==> src/rtl/gemm_pkg.sv <==
// Shared types and defaults for the GEMM tile scheduler.
// Optional watchdog in the scheduler is enabled by GEMM_SCHED_WATCHDOG_EN.
package gemm_pkg;

  localparam int unsigned GEMM_PE_SIZE        = 16;
  localparam int unsigned GEMM_TILE_CNT_WIDTH = 8;

  typedef enum logic [2:0] {
    ST_IDLE    = 3'd0,
    ST_LOAD    = 3'd1,
    ST_LAUNCH  = 3'd2,
    ST_COMPUTE = 3'd3,
    ST_DRAIN   = 3'd4,
    ST_NEXT    = 3'd5,
    ST_FIN     = 3'd6
  } sched_state_e;

  // Lets the base-address math collapse to a shift for power-of-two arrays.
  function automatic bit is_pow2(input int unsigned v);
    return (v != 0) && ((v & (v - 1)) == 0);
  endfunction

endpackage

==> src/rtl/tile_index_counter.sv <==
// Nested row/col tile counter (col inner) with latched grid size, last-tile
// flag and registered per-tile base addresses.
module tile_index_counter
  import gemm_pkg::*;
#(
  parameter int unsigned PE_SIZE        = GEMM_PE_SIZE,
  parameter int unsigned TILE_CNT_WIDTH = GEMM_TILE_CNT_WIDTH,
  parameter int unsigned ADDR_WIDTH     = 7
) (
  input  logic                      clk,
  input  logic                      rst,
  input  logic                      load,
  input  logic                      clear,
  input  logic                      advance,
  input  logic [TILE_CNT_WIDTH-1:0] row_tiles,
  input  logic [TILE_CNT_WIDTH-1:0] col_tiles,
  output logic [TILE_CNT_WIDTH-1:0] tile_row,
  output logic [TILE_CNT_WIDTH-1:0] tile_col,
  output logic [ADDR_WIDTH-1:0]     mem0_base,
  output logic [ADDR_WIDTH-1:0]     mem1_base,
  output logic                      last_c
);

  localparam int unsigned SHIFT = $clog2(PE_SIZE);

  logic [TILE_CNT_WIDTH-1:0] row_cnt_q, col_cnt_q;
  logic [TILE_CNT_WIDTH-1:0] row_d, col_d;
  logic                      col_last_c;

  // Overflow past ADDR_WIDTH wraps silently.
  function automatic logic [ADDR_WIDTH-1:0] base_addr(input logic [TILE_CNT_WIDTH-1:0] idx);
    if (is_pow2(PE_SIZE)) return ADDR_WIDTH'(32'(idx) << SHIFT);
    return ADDR_WIDTH'(32'(idx) * PE_SIZE);
  endfunction

  assign col_last_c = (tile_col == col_cnt_q - TILE_CNT_WIDTH'(1));
  assign last_c     = col_last_c && (tile_row == row_cnt_q - TILE_CNT_WIDTH'(1));

  always_comb begin
    row_d = tile_row;
    col_d = tile_col;
    if (load || clear) begin
      row_d = '0;
      col_d = '0;
    end else if (advance) begin
      if (col_last_c) begin
        col_d = '0;
        row_d = tile_row + TILE_CNT_WIDTH'(1);
      end else begin
        col_d = tile_col + TILE_CNT_WIDTH'(1);
      end
    end
  end

  always_ff @(posedge clk or posedge rst) begin
    if (rst) begin
      row_cnt_q <= '0;
      col_cnt_q <= '0;
      tile_row  <= '0;
      tile_col  <= '0;
      mem0_base <= '0;
      mem1_base <= '0;
    end else begin
      if (load) begin
        row_cnt_q <= row_tiles;
        col_cnt_q <= col_tiles;
      end
      tile_row  <= row_d;
      tile_col  <= col_d;
      mem0_base <= base_addr(row_d);
      mem1_base <= base_addr(col_d);
    end
  end

endmodule

==> src/rtl/gemm_tile_scheduler.sv <==
// Top-level GEMM tile sequencer: load -> launch -> compute -> drain per tile.
// Define GEMM_SCHED_WATCHDOG_EN to add the LOAD/COMPUTE timeout watchdog.
module gemm_tile_scheduler
  import gemm_pkg::*;
#(
  parameter int unsigned PE_SIZE        = GEMM_PE_SIZE,
  parameter int unsigned TILE_CNT_WIDTH = GEMM_TILE_CNT_WIDTH,
  parameter int unsigned ADDR_WIDTH     = 7,
  parameter int unsigned DRAIN_CYCLES   = 2 * PE_SIZE,
  parameter int unsigned TIMEOUT_CYCLES = 4096
) (
  input  logic                      clk,
  input  logic                      rst,
  input  logic                      start_i,
  input  logic                      abort_i,
  input  logic [TILE_CNT_WIDTH-1:0] row_tiles_i,
  input  logic [TILE_CNT_WIDTH-1:0] col_tiles_i,
  output logic                      mover_en_o,
  input  logic                      mover_ld_done_i,
  output logic                      sa_start_o,
  input  logic                      sa_done_i,
  output logic [ADDR_WIDTH-1:0]     mem0_base_o,
  output logic [ADDR_WIDTH-1:0]     mem1_base_o,
  output logic [TILE_CNT_WIDTH-1:0] tile_row_o,
  output logic [TILE_CNT_WIDTH-1:0] tile_col_o,
  output logic                      busy_o,
  output logic                      done_o,
  output logic                      error_o
);

  localparam int unsigned DRAIN_W = (DRAIN_CYCLES > 2) ? $clog2(DRAIN_CYCLES) : 1;

  sched_state_e       state_q, state_d;
  logic [DRAIN_W-1:0] drain_q, drain_d;
  logic               idx_load, idx_clear, idx_advance;
  logic               last_c, counts_zero_c;

  assign counts_zero_c = (row_tiles_i == '0) || (col_tiles_i == '0);

  tile_index_counter #(
    .PE_SIZE        (PE_SIZE),
    .TILE_CNT_WIDTH (TILE_CNT_WIDTH),
    .ADDR_WIDTH     (ADDR_WIDTH)
  ) u_idx (
    .clk       (clk),
    .rst       (rst),
    .load      (idx_load),
    .clear     (idx_clear),
    .advance   (idx_advance),
    .row_tiles (row_tiles_i),
    .col_tiles (col_tiles_i),
    .tile_row  (tile_row_o),
    .tile_col  (tile_col_o),
    .mem0_base (mem0_base_o),
    .mem1_base (mem1_base_o),
    .last_c    (last_c)
  );

`ifdef GEMM_SCHED_WATCHDOG_EN
  localparam int unsigned WD_W = $clog2(TIMEOUT_CYCLES + 1);

  logic [WD_W-1:0] wd_cnt_q;
  logic            wd_active_c, wd_expired_c, wd_trip_c;

  assign wd_active_c  = (state_q == ST_LOAD) || (state_q == ST_COMPUTE);
  assign wd_expired_c = wd_active_c && (wd_cnt_q == WD_W'(TIMEOUT_CYCLES - 1));

  // Counter restarts on every entry to a wait state; error is sticky until a new start.
  always_ff @(posedge clk or posedge rst) begin
    if (rst) begin
      wd_cnt_q <= '0;
      error_o  <= 1'b0;
    end else begin
      if ((state_d != state_q) && ((state_d == ST_LOAD) || (state_d == ST_COMPUTE)))
        wd_cnt_q <= '0;
      else if (wd_active_c)
        wd_cnt_q <= wd_cnt_q + WD_W'(1);
      if (wd_trip_c)
        error_o <= 1'b1;
      else if (idx_load)
        error_o <= 1'b0;
    end
  end
`else
  logic unused_timeout;
  assign unused_timeout = ^32'(TIMEOUT_CYCLES);
  assign error_o        = 1'b0;
`endif

  // Next-state logic; abort has the final word over every other event.
  always_comb begin
    state_d     = state_q;
    drain_d     = drain_q;
    idx_load    = 1'b0;
    idx_clear   = 1'b0;
    idx_advance = 1'b0;
`ifdef GEMM_SCHED_WATCHDOG_EN
    wd_trip_c   = 1'b0;
`endif
    case (state_q)
      ST_IDLE: begin
        if (start_i) begin
          idx_load = 1'b1;
          state_d  = counts_zero_c ? ST_FIN : ST_LOAD;
        end
      end
      ST_LOAD:   if (mover_ld_done_i) state_d = ST_LAUNCH;
      ST_LAUNCH: state_d = ST_COMPUTE;
      ST_COMPUTE: begin
        if (sa_done_i) begin
          if (DRAIN_CYCLES == 0) begin
            state_d = ST_NEXT;
          end else begin
            drain_d = DRAIN_W'(DRAIN_CYCLES - 1);
            state_d = ST_DRAIN;
          end
        end
      end
      ST_DRAIN: begin
        if (drain_q == '0) state_d = ST_NEXT;
        else               drain_d = drain_q - DRAIN_W'(1);
      end
      ST_NEXT: begin
        if (last_c) begin
          state_d = ST_FIN;
        end else begin
          idx_advance = 1'b1;
          state_d     = ST_LOAD;
        end
      end
      ST_FIN:  state_d = ST_IDLE;
      default: state_d = ST_IDLE;
    endcase
`ifdef GEMM_SCHED_WATCHDOG_EN
    if (wd_expired_c) begin
      state_d   = ST_IDLE;
      wd_trip_c = 1'b1;
    end
`endif
    if (abort_i) begin
      state_d     = ST_IDLE;
      idx_load    = 1'b0;
      idx_advance = 1'b0;
      idx_clear   = 1'b1;
`ifdef GEMM_SCHED_WATCHDOG_EN
      wd_trip_c   = 1'b0;
`endif
    end
  end

  // Outputs decode the next state so they line up with the state they describe.
  always_ff @(posedge clk or posedge rst) begin
    if (rst) begin
      state_q    <= ST_IDLE;
      drain_q    <= '0;
      mover_en_o <= 1'b0;
      sa_start_o <= 1'b0;
      busy_o     <= 1'b0;
      done_o     <= 1'b0;
    end else begin
      state_q    <= state_d;
      drain_q    <= drain_d;
      mover_en_o <= (state_d == ST_LOAD);
      sa_start_o <= (state_d == ST_LAUNCH);
      busy_o     <= (state_d != ST_IDLE);
      done_o     <= (state_d == ST_FIN);
    end
  end

endmodule
==> config.mk <==
export PLATFORM = sky130hd
export DESIGN_NAME = gemm_tile_scheduler
export DESIGN_NICKNAME = d
export VERILOG_FILES = /design/src/rtl/gemm_pkg.sv /design/src/rtl/tile_index_counter.sv /design/src/rtl/gemm_tile_scheduler.sv
export SDC_FILE = /design/constraint.sdc
export NUM_CORES = 1
export LEC_CHECK = 0
export CORE_MARGIN = 1.5
export CORE_UTILIZATION = 47
export CTS_BUF_LIST = sky130_fd_sc_hd__clkbuf_16
export CTS_CLUSTER_DIAMETER = 40
export DETAILED_ROUTE_END_ITERATION = 16
export PLACE_DENSITY = 0.77
export SLEW_MARGIN = 10
export SYNTH_ARGS = -nofsm -noshare
export SYNTH_HDL_FRONTEND = slang
export SYNTH_HIERARCHICAL = 1
export SYNTH_SLANG_ARGS = --single-unit
==> constraint.sdc <==
create_clock -name clk -period 3.15 [get_ports clk]
set_clock_uncertainty 0.05 [all_clocks]
set_input_delay 0.4725 -clock clk [delete_from_list [all_inputs] [get_ports clk]]
set_output_delay 0.4725 -clock clk [all_outputs]
set_load 0.05 [all_outputs]
# Word level (Yosys, flattened, before mapping)
# Index checks and enable logic that the tools add are counted.
# classes
addsub	5
n_mul	0
div_mod_pow	0
magnitude_cmp	0
n_eq_ne	12
shift	0
mux	24
bitwise_logic	0
reduce_logical	13
# op_table
cell	n
8-bit 2-to-1 mux	6
3-bit 2-to-1 mux	7
3-bit case mux with 6 select lines	1
8-bit by 1-bit adder with 8-bit output (second input constant)	2
8-bit equality test	2
8-bit logical NOT	2
8-bit by 1-bit subtractor with 8-bit output (second input constant)	2
5-bit 2-to-1 mux	2
5-bit case mux with 2 select lines	1
3-bit by 2-bit equality test with 1-bit output (second input constant)	3
3-bit equality test (second input constant)	3
1-bit 2-to-1 mux	7
3-bit by 1-bit equality test with 1-bit output (second input constant)	2
2-bit nonzero test	3
5-bit logical NOT	1
5-bit by 1-bit subtractor with 5-bit output (second input constant)	1
2-bit != test (second input constant)	2
3-bit logical NOT	1
3-bit AND reduction	1
3-bit nonzero test	1
1-bit logical OR	2
2-bit AND reduction	1
1-bit logical AND	1
# totals
reg_bits	44
latch_bits	0
ramBits	0
romBits	0
inputBits	22
out_inout_bits	35
elab_cells	66
memories	0

# Logic depth before layout (Yosys ltp)
# Gate-level depths: netlist of run 1.
# depth
word_depth	8
mapped_depth	18
mapped_depth_nobuf	16

# Cells and area by module
# The synthesis of run 1 kept the hierarchy.
# by_module_without_submodules
mod	instances	cells_each	area_each_um2	seq_area_each_um2
tile_index_counter	1	225	2128.3	800.8
gemm_tile_scheduler	1	80	744.5	300.3

# Least setup slack after synthesis of run 1
# OpenSTA, ideal clock, no wires.
# synth_timing
kind	register to register
start	reg u_idx.tile_col[6]
end	reg u_idx.tile_col[7]
setup_time_ns	0.094
t_arrival_ns	3.580
required_ns	3.006
path_slack_ns	-0.574
stages_incl_launch_ff	17
n_path_buf	2
synth_period_minus_slack_ns	3.724
cell_sequence	dfrtp_1 -> clkbuf_1 -> and2b_2 -> a21oi_1 -> o31a_1 -> and2_4 -> buf_6 -> nor2_1 -> and4_1 -> or3_1 -> nor3_1 -> o31a_1 -> and3_1 -> and3_1 -> nand3_1 -> xor2_1 -> a211oi_1
# synth_via
elab_chain_cells	6
elab_cells_between_ends	10
cone_classes	add/sub: 1; eq/ne: 1; mux: 6; reduce/logical: 2
# synth_rtl
item	line_no	rtl
from (decl)	tile_index_counter.sv:18	output logic [TILE_CNT_WIDTH-1:0] tile_col,
from (signal assigned)	tile_index_counter.sv:69	tile_col <= col_d;
8-bit equality test	tile_index_counter.sv:36	assign col_last_c = (tile_col == col_cnt_q - TILE_CNT_WIDTH'(1));
1-bit logical AND	tile_index_counter.sv:37	assign last_c = col_last_c && (tile_row == row_cnt_q - TILE_CNT_WIDTH'(1));
via last_c	gemm_tile_scheduler.sv:36	logic last_c, counts_zero_c;
1-bit 2-to-1 mux	gemm_tile_scheduler.sv:124	if (last_c) begin
1-bit 2-to-1 mux	gemm_tile_scheduler.sv:100	case (state_q)
1-bit 2-to-1 mux	gemm_tile_scheduler.sv:140	if (abort_i) begin
via idx_advance	gemm_tile_scheduler.sv:35	logic idx_load, idx_clear, idx_advance;
2-bit nonzero test (no source line)	-	
# The timed path passes the listed nets, and every way through them passes these cells. The select of a mux whose other input is x is not followed.
# A chain may end at the register's enable or synchronous reset.

# Worst setup path in the final report of run 1
# layout_timing
start	reg u_idx.tile_row[7]
end	reg u_idx.tile_col[7]
# layout_via
elab_chain_cells	6
# layout_rtl
item	line_no	rtl
from (decl)	tile_index_counter.sv:17	output logic [TILE_CNT_WIDTH-1:0] tile_row,
from (signal assigned)	tile_index_counter.sv:68	tile_row <= row_d;
8-bit equality test	tile_index_counter.sv:37	
1-bit logical AND	tile_index_counter.sv:37	
via last_c	gemm_tile_scheduler.sv:36	
1-bit 2-to-1 mux	gemm_tile_scheduler.sv:124	
1-bit 2-to-1 mux	gemm_tile_scheduler.sv:100	
1-bit 2-to-1 mux	gemm_tile_scheduler.sv:140	
via idx_advance	gemm_tile_scheduler.sv:35	
2-bit nonzero test (no source line)	-	
# The timed path passes the listed nets, and every way through them passes these cells.

==> flow_metrics.env, run 1 <==
export IMPL_outcome="finished, violations left"
export IMPL_violations="setup timing"
export IMPL_hp_start="drain_q[3]$_DFFE_PP0P_"
export IMPL_rr_endpoint="u_idx/tile_col[7]$_DFFE_PP0P_"
export IMPL_end_kind="flop"
export IMPL_async_flop_share=1.000
export IMPL_cp_common_cell="and3_4"
export IMPL_yosys_top_cells_count="dfrtp_1, nand2_1, a21oi_1"
export IMPL_antenna_found_initial=0
export IMPL_yosysTopAreaCellShare=0.3833
export IMPL_cap_violations=0
export IMPL_max_slew_worst_pin_slew_ns=0.5141
export IMPL_syn_avg_cell_area_sq_um=9.419
export IMPL_critPathMaxFanout=4
export IMPL_globalRouteMet2Util=0.3892
export IMPL_top_usage_layer="met2"
export IMPL_start_util=0.4852
export IMPL_r2r_cells=14
export IMPL_portBuffers=47
export IMPL_num_vias=2520
export IMPL_place_inst=432
export IMPL_synth_seq_cells=44
export IMPL_crit_arrival_ns=3.33
export IMPL_use_met3=0.04045
export IMPL_diodes=0
export IMPL_worstPathRequired_ns=3.29
export IMPL_ys_flop_type="dfrtp_1"
export IMPL_ys_types=56
export IMPL_syn_inst=305
export IMPL_cp_depth=14
export IMPL_rsz0062_at_grt="true"
export IMPL_core_sq_um=5921
export IMPL_synth_area_sq_um=2873
export IMPL_peakVddDrop_uv=341.0
export IMPL_first_global_vias=2361
export IMPL_grt_util_all_layers=0.2234
export IMPL_use_met1=0.2837
export IMPL_yosysMostFrequentCell="dfrtp_1"
export IMPL_whs_ns=0.4654
export IMPL_cp_start_kind="flop"
export IMPL_drc=0
export IMPL_drt_wl_total_mm=7.372
export IMPL_rows=28
export IMPL_areaGrowthSynthToFinish_pct=32.93
export IMPL_finalSetupViolations=3
export IMPL_max_slew_margin=0.6562
export IMPL_maxSlewViolCount=0
export IMPL_root_buffer="clkbuf_16"
export IMPL_timing_fmax_mhz=313.0
export IMPL_worstSetupPathType="reg -> reg"
export IMPL_hold_class="reg -> reg"
export IMPL_fin_util=0.6450
export IMPL_synth_warnings=6
export IMPL_drtIter0Drc=172
export IMPL_r2r_setup_slack_ns=-0.04
export IMPL_r2r_start="u_idx/tile_row[7]$_DFFE_PP0P_"
export IMPL_cts_sinks=44
export IMPL_path_buf_inv=0
export IMPL_cts_tree="yes"
export IMPL_power_density_nw_per_um2=503.4
export IMPL_gp_congestion=0.8732
export IMPL_cp_cell_sequence="xor2_2, xnor2_1, nand3_1, o31ai_1, a221o_1, and4_4, or3_4, nor3_4, o31a_1, and3_4, and3_4, nand3_2, xor2_1, a211oi_1"
export IMPL_cts_max_level=2
export IMPL_setup_ws_ns=-0.04446
export IMPL_drive_gt1_frac=0.2493
export IMPL_synth_area_leaders="dfrtp_1, xor2_1, mux2_2"
export IMPL_final_hold_viol_count=0
export IMPL_cts_buffer_depth=2
export IMPL_endpoint="u_idx/tile_col[7]$_DFFE_PP0P_"
export IMPL_fp_dieW_um=81.18
export IMPL_drtPass1Iterations=4
export IMPL_grt_overflow_total=0
export IMPL_power_leakage_nw=1.563
export IMPL_postRouteAntennaNets=0
export IMPL_fin_crit_sh=1.014
export IMPL_yosysSeqAreaShare=0.3833
export IMPL_dieArea_sq_um=6590
export IMPL_grt_pass1_wl_mm=11.16
export IMPL_hpwl_mm=5.085
export IMPL_vias_per_cell=5.625
export IMPL_layout_nets=400
export IMPL_finalWorstPathRequiredPeriod_ns=3.194
export IMPL_slowest_stage="dfrtp_2"
export IMPL_cts_clk_slew_worst_paths_ns=0.06
export IMPL_io_pins=57
export IMPL_die_y_um=81.18
export IMPL_critPathLaunch="u_idx/tile_row[7]$_DFFE_PP0P_"
export IMPL_stdcell_count=448
export IMPL_synth_edf_count=0
export IMPL_critical_path_top_delay_family="simple AND/OR/NAND/NOR gates"
export IMPL_wl_per_cell_um=16.46
export IMPL_synth_top_cell_by_area="dfrtp_1"
export IMPL_fin_area_sq_um=3819
export IMPL_numCtsBuffers=5
export IMPL_slowest_delay_ns=0.42
export IMPL_clk_latency_ns=0.29
export IMPL_grt_max_degree=33
export IMPL_postPlaceCellArea_sq_um=3501
export IMPL_power_total_mw=1.922
==> metal layers <==
layer / routed length [um] / share of wire / vias up
met1: 3097 / 0.42 / 1218
met4: 145 / 0.020 / 0
met2: 3760 / 0.51 / 86
li1: - / - / 1201
met3: 369 / 0.050 / 15
met5: 0 / 0 / -
==> sequential cells by signal (all words and copies together) (netlist names) <==
name             cells
u_idx/tile_col       5
done_o               1
drain_q              5
u_idx/col_cnt_q      8
busy_o               1
state_q              3
u_idx/row_cnt_q      8
mover_en_o           1
sa_start_o           1
u_idx/tile_row       8
u_idx/mem1_base      3
==> power by group <==
part           total, mW  internal (mW)  switching [mW]
Clock              0.495          0.288           0.208
Sequential         0.729          0.647          0.0816
Combinational      0.698          0.332           0.366
Total               1.92           1.27           0.655
==> cell families after synthesis <==
| logic type | after synthesis | synth area share |
|---|---|---|
| fa+ha+maj | 6 | 0.02613 |
| simple gates | 103 | 0.2034 |
| other cells | 2 | 0.002614 |
| compound gates | 61 | 0.1446 |
| mux | 17 | 0.06446 |
| buf+inv | 42 | 0.08405 |
| xor+xnor | 30 | 0.09146 |
| flops | 44 | 0.3833 |
==> cell type report <==
class	instances	area (sq um)
Timing Repair Buffer	82	737.0
Multi-Input combinational cell	226	1695
Fill cell	468	2102
Sequential cell	44	1105
Clock inverter	3	13.76
Clock buffer	5	125.1
Inverter	13	48.80
Tap cell	75	93.84
==> cell usage in the layout (no fill, tap or decap), drive strengths merged, types with 12 or more instances in the layout <==
master	n
xor2	16
nand2	21
o21ai	14
nand3	12
mux2	12
nor2	17
inv	13
clkdlybuf4s50	47
xnor2	14
buf	35
a21oi	17
dfrtp	44
==> worst register-to-register path: cells and delay by family (launching register included) <==
kind	cells	cell delay [ns]
DFF	1	0.42
and+or+nand+nor	7	1.28
xor gates and xnor gates	3	0.50
AOI/OAI and AO/OA	4	0.85
==> worst min path at each step <==
stage | to | slack, ns | cells after the start
6_report | drain_q[3]$_DFFE_PP0P_ | 0.47 | 1
5_1_grt | drain_q[3]$_DFFE_PP0P_ | 0.50 | 1
4_1_cts | drain_q[3]$_DFFE_PP0P_ | 0.47 | 1
3_5_place_dp | drain_q[3]$_DFFE_PP0P_ | 0.45 | 1
3_3_place_gp | drain_q[3]$_DFFE_PP0P_ | 0.44 | 1
2_1_floorplan | busy_o$_DFF_PP0_ | 0.29 | 1
==> per-stage QoR <==
stage	setup slack, ns	TNS (ns)
2_1_floorplan	-0.1313	-0.1313
3_3_place_gp	0.05089	0
3_5_place_dp	-0.1307	-0.2106
4_1_cts	0.005792	0
5_1_grt	-0.2079	-1.076
6_report	-0.04446	-0.07787
==> timing repair <==
item	in CTS	in global routing
hold buffers	0	0
pin swaps	0	3
setup endpoints to repair	4	11
setup buffers	0	8
gates resized for setup	5	19
(Power assumes the default switching activity.)
==> run 2, diff against run 1 <==
--- a/config.mk
+++ b/config.mk
@@ -11,6 +11,7 @@
 export CTS_CLUSTER_DIAMETER = 40
 export DETAILED_ROUTE_END_ITERATION = 16
 export PLACE_DENSITY = 0.77
+export SETUP_SLACK_MARGIN = 0.5
 export SLEW_MARGIN = 10
 export SYNTH_ARGS = -nofsm -noshare
 export SYNTH_HDL_FRONTEND = slang
==> run 2 against run 1 <==
The flow still finishes with violations (setup timing). Maximum frequency shrank 0.50%. Combinational power grew 4.0%. Die area is the same. Setup slack lost 0.016 ns. Via count grew 4.0%. Sequential power grew 2%. Power grew 2.5%. Clock-buffer cell count is the same. Design area grew 5.0%. Critical path depth shrank 1.
==> flow_metrics.env, run 2 (same netlist as run 1, synthesis figures left out) <==
export IMPL_outcome="finished, violations left"
export IMPL_violations="setup timing"
export IMPL_finalSetupViolations=5
export IMPL_grt_pass1_wl_mm=12.01
export IMPL_max_slew_margin=0.6639
export IMPL_cts_buffer_depth=2
export IMPL_hp_start="drain_q[3]$_DFFE_PP0P_"
export IMPL_p_seq_frac=0.376
export IMPL_start_util=0.4852
export IMPL_fin_area_sq_um=4010
export IMPL_drtIter0Drc=221
export IMPL_worstSetupPathType="reg -> reg"
export IMPL_cap_violations=0
export IMPL_cts_clk_slew_worst_paths_ns=0.06
export IMPL_holdBufCountCts=0
export IMPL_first_global_vias=2530
export IMPL_clk_latency_ns=0.29
export IMPL_switchingPower_uw=689.7
export IMPL_swShare=0.3502
export IMPL_cts_max_level=2
export IMPL_r2r_start="u_idx/col_cnt_q[3]$_DFFE_PP0P_"
export IMPL_core_sq_um=5921
export IMPL_wl_per_cell_um=16.91
export IMPL_finalWorstPathRequiredPeriod_ns=3.211
export IMPL_place_inst=426
export IMPL_power_total_mw=1.969
export IMPL_layout_nets=407
export IMPL_endpoint="u_idx/tile_row[3]$_DFFE_PP0P_"
export IMPL_r2r_setup_slack_ns=-0.06
export IMPL_postRouteAntennaNets=0
export IMPL_rsz0062_at_grt="true"
export IMPL_die_y_um=81.18
export IMPL_power_leakage_nw=1.613
export IMPL_diodes=0
export IMPL_drt_wl_total_mm=7.695
export IMPL_whs_path_depth=1
export IMPL_critPathLaunch="u_idx/col_cnt_q[3]$_DFFE_PP0P_"
export IMPL_fp_dieW_um=81.18
export IMPL_rr_endpoint="u_idx/tile_row[3]$_DFFE_PP0P_"
export IMPL_timing_fmax_mhz=311.5
export IMPL_dieArea_sq_um=6590
export IMPL_p_clk_frac=0.256
export IMPL_areaGrowthSynthToFinish_pct=39.59
export IMPL_drtPass1Iterations=4
export IMPL_antenna_found_initial=0
export IMPL_r2r_cells=13
export IMPL_cts_sinks=44
export IMPL_critPathMaxFanout=5
export IMPL_drc=0
export IMPL_setup_ws_ns=-0.06061
export IMPL_final_cell_mix="clkdlybuf4s50_1, dfrtp_1, buf_4, nand2_1, xor2_1"
export IMPL_io_pins=57
export IMPL_crit_arrival_ns=3.38
export IMPL_num_vias=2621
export IMPL_stdcell_count=455
export IMPL_internal_power_mw=1.280
export IMPL_portBuffers=47
export IMPL_vias_per_cell=5.760
export IMPL_hpwl_mm=4.822
export IMPL_pre_cts_ws_ns=-0.04910
export IMPL_worstPathRequired_ns=3.31
export IMPL_end_kind="flop"
export IMPL_power_density_nw_per_um2=491.1
export IMPL_p_comb_frac=0.369
export IMPL_rows=28
export IMPL_final_hold_viol_count=0
export IMPL_fin_crit_sh=1.019
export IMPL_hold_class="reg -> reg"
export IMPL_postPlaceCellArea_sq_um=3478
export IMPL_numCtsBuffers=5
export IMPL_gp_congestion=0.8001
export IMPL_grt_overflow_total=0
export IMPL_root_buffer="clkbuf_16"
export IMPL_grt_max_degree=33
export IMPL_final_common_cell="clkdlybuf4s50_1"
export IMPL_drive_gt1_frac=0.3079
export IMPL_peakVddDrop_uv=362.5
export IMPL_cts_tree="yes"
export IMPL_cp_start_kind="flop"
export IMPL_maxSlewViolCount=0
export IMPL_reg_top3="u_idx/col_cnt_q: 8 flops, u_idx/row_cnt_q: 8 flops, u_idx/tile_row: 8 flops"
export IMPL_grt_util_all_layers=0.2392
export IMPL_max_slew_worst_pin_slew_ns=0.5025
run 2: cell count changes in the layout (fill, tap and decap cells not counted), sizes merged:
cell  change
buf       +7
run 2: what timing repair did:
| item | in CTS | in global routing |
|---|---|---|
| pin swaps | 19 | 16 |
| setup buffers | 10 | 11 |
| endpoints found under the setup margin | 20 | 20 |
| gates resized for setup | 25 | 24 |
run 2: metal layers:
layer,track usage,vias to the layer above,part of all wire
li1,-,1212,-
met1,0.2938,1308,0.41
met5,0,-,0
met2,0.4175,84,0.52
met3,0.04045,17,0.053
met4,0.09138,0,0.021
run 2: power by group through the flow:
stage          Sequential [mW]  Combinational [mW]  Clock [mW]
6_report                 0.740               0.726       0.503
5_1_grt                  0.750               0.790       0.542
4_1_cts                  0.734               0.668       0.507
3_5_place_dp             0.735               0.614           0
3_3_place_gp             0.734               0.597           0
2_1_floorplan            0.748               0.433           0
run 2: stage by stage:
stage / hold slack (ns) / TNS, ns / utilization
after floorplan: 0.2872 / -0.1108 / -
after global placement: 0.4432 / 0 / 0.5875
after detailed placement: 0.4488 / -0.04910 / 0.5875
after CTS: 0.4600 / 0 / 0.6435
after global routing: 0.4913 / -1.213 / 0.6773
final: 0.4539 / -0.1411 / 0.6773
run 2: worst min-delay path by stage:
stage	slack (ns)	endpoint
floorplan	0.29	busy_o$_DFF_PP0_
CTS	0.46	drain_q[3]$_DFFE_PP0P_
detailed placement	0.45	drain_q[3]$_DFFE_PP0P_
finish	0.45	drain_q[3]$_DFFE_PP0P_
global placement	0.44	drain_q[3]$_DFFE_PP0P_
global route	0.49	drain_q[3]$_DFFE_PP0P_
run 2: worst max-delay path, stage by stage, from the launching register on:
cell and delay, ns:
dfrtp_1 0.40, nor4_4 0.37, a21oi_1 0.14, o21bai_1 0.21, and2_4 0.20, nor2_4 0.04
and4_1 0.16, or3_4 0.35, nor3_4 0.13, buf_4 0.14, buf_6 0.11, nand4_1 0.14
or4_4 0.55, a21oi_2 0.13
run 2: area by class of cell:
type / instances / area, sq um
Fill cell: 456 / 1911
Multi-Input combinational cell: 226 / 1803
Sequential cell: 44 / 1106
Timing Repair Buffer: 89 / 819.5
Clock buffer: 5 / 125.1
Tap cell: 75 / 93.84
Inverter: 13 / 48.80
Clock inverter: 3 / 13.76
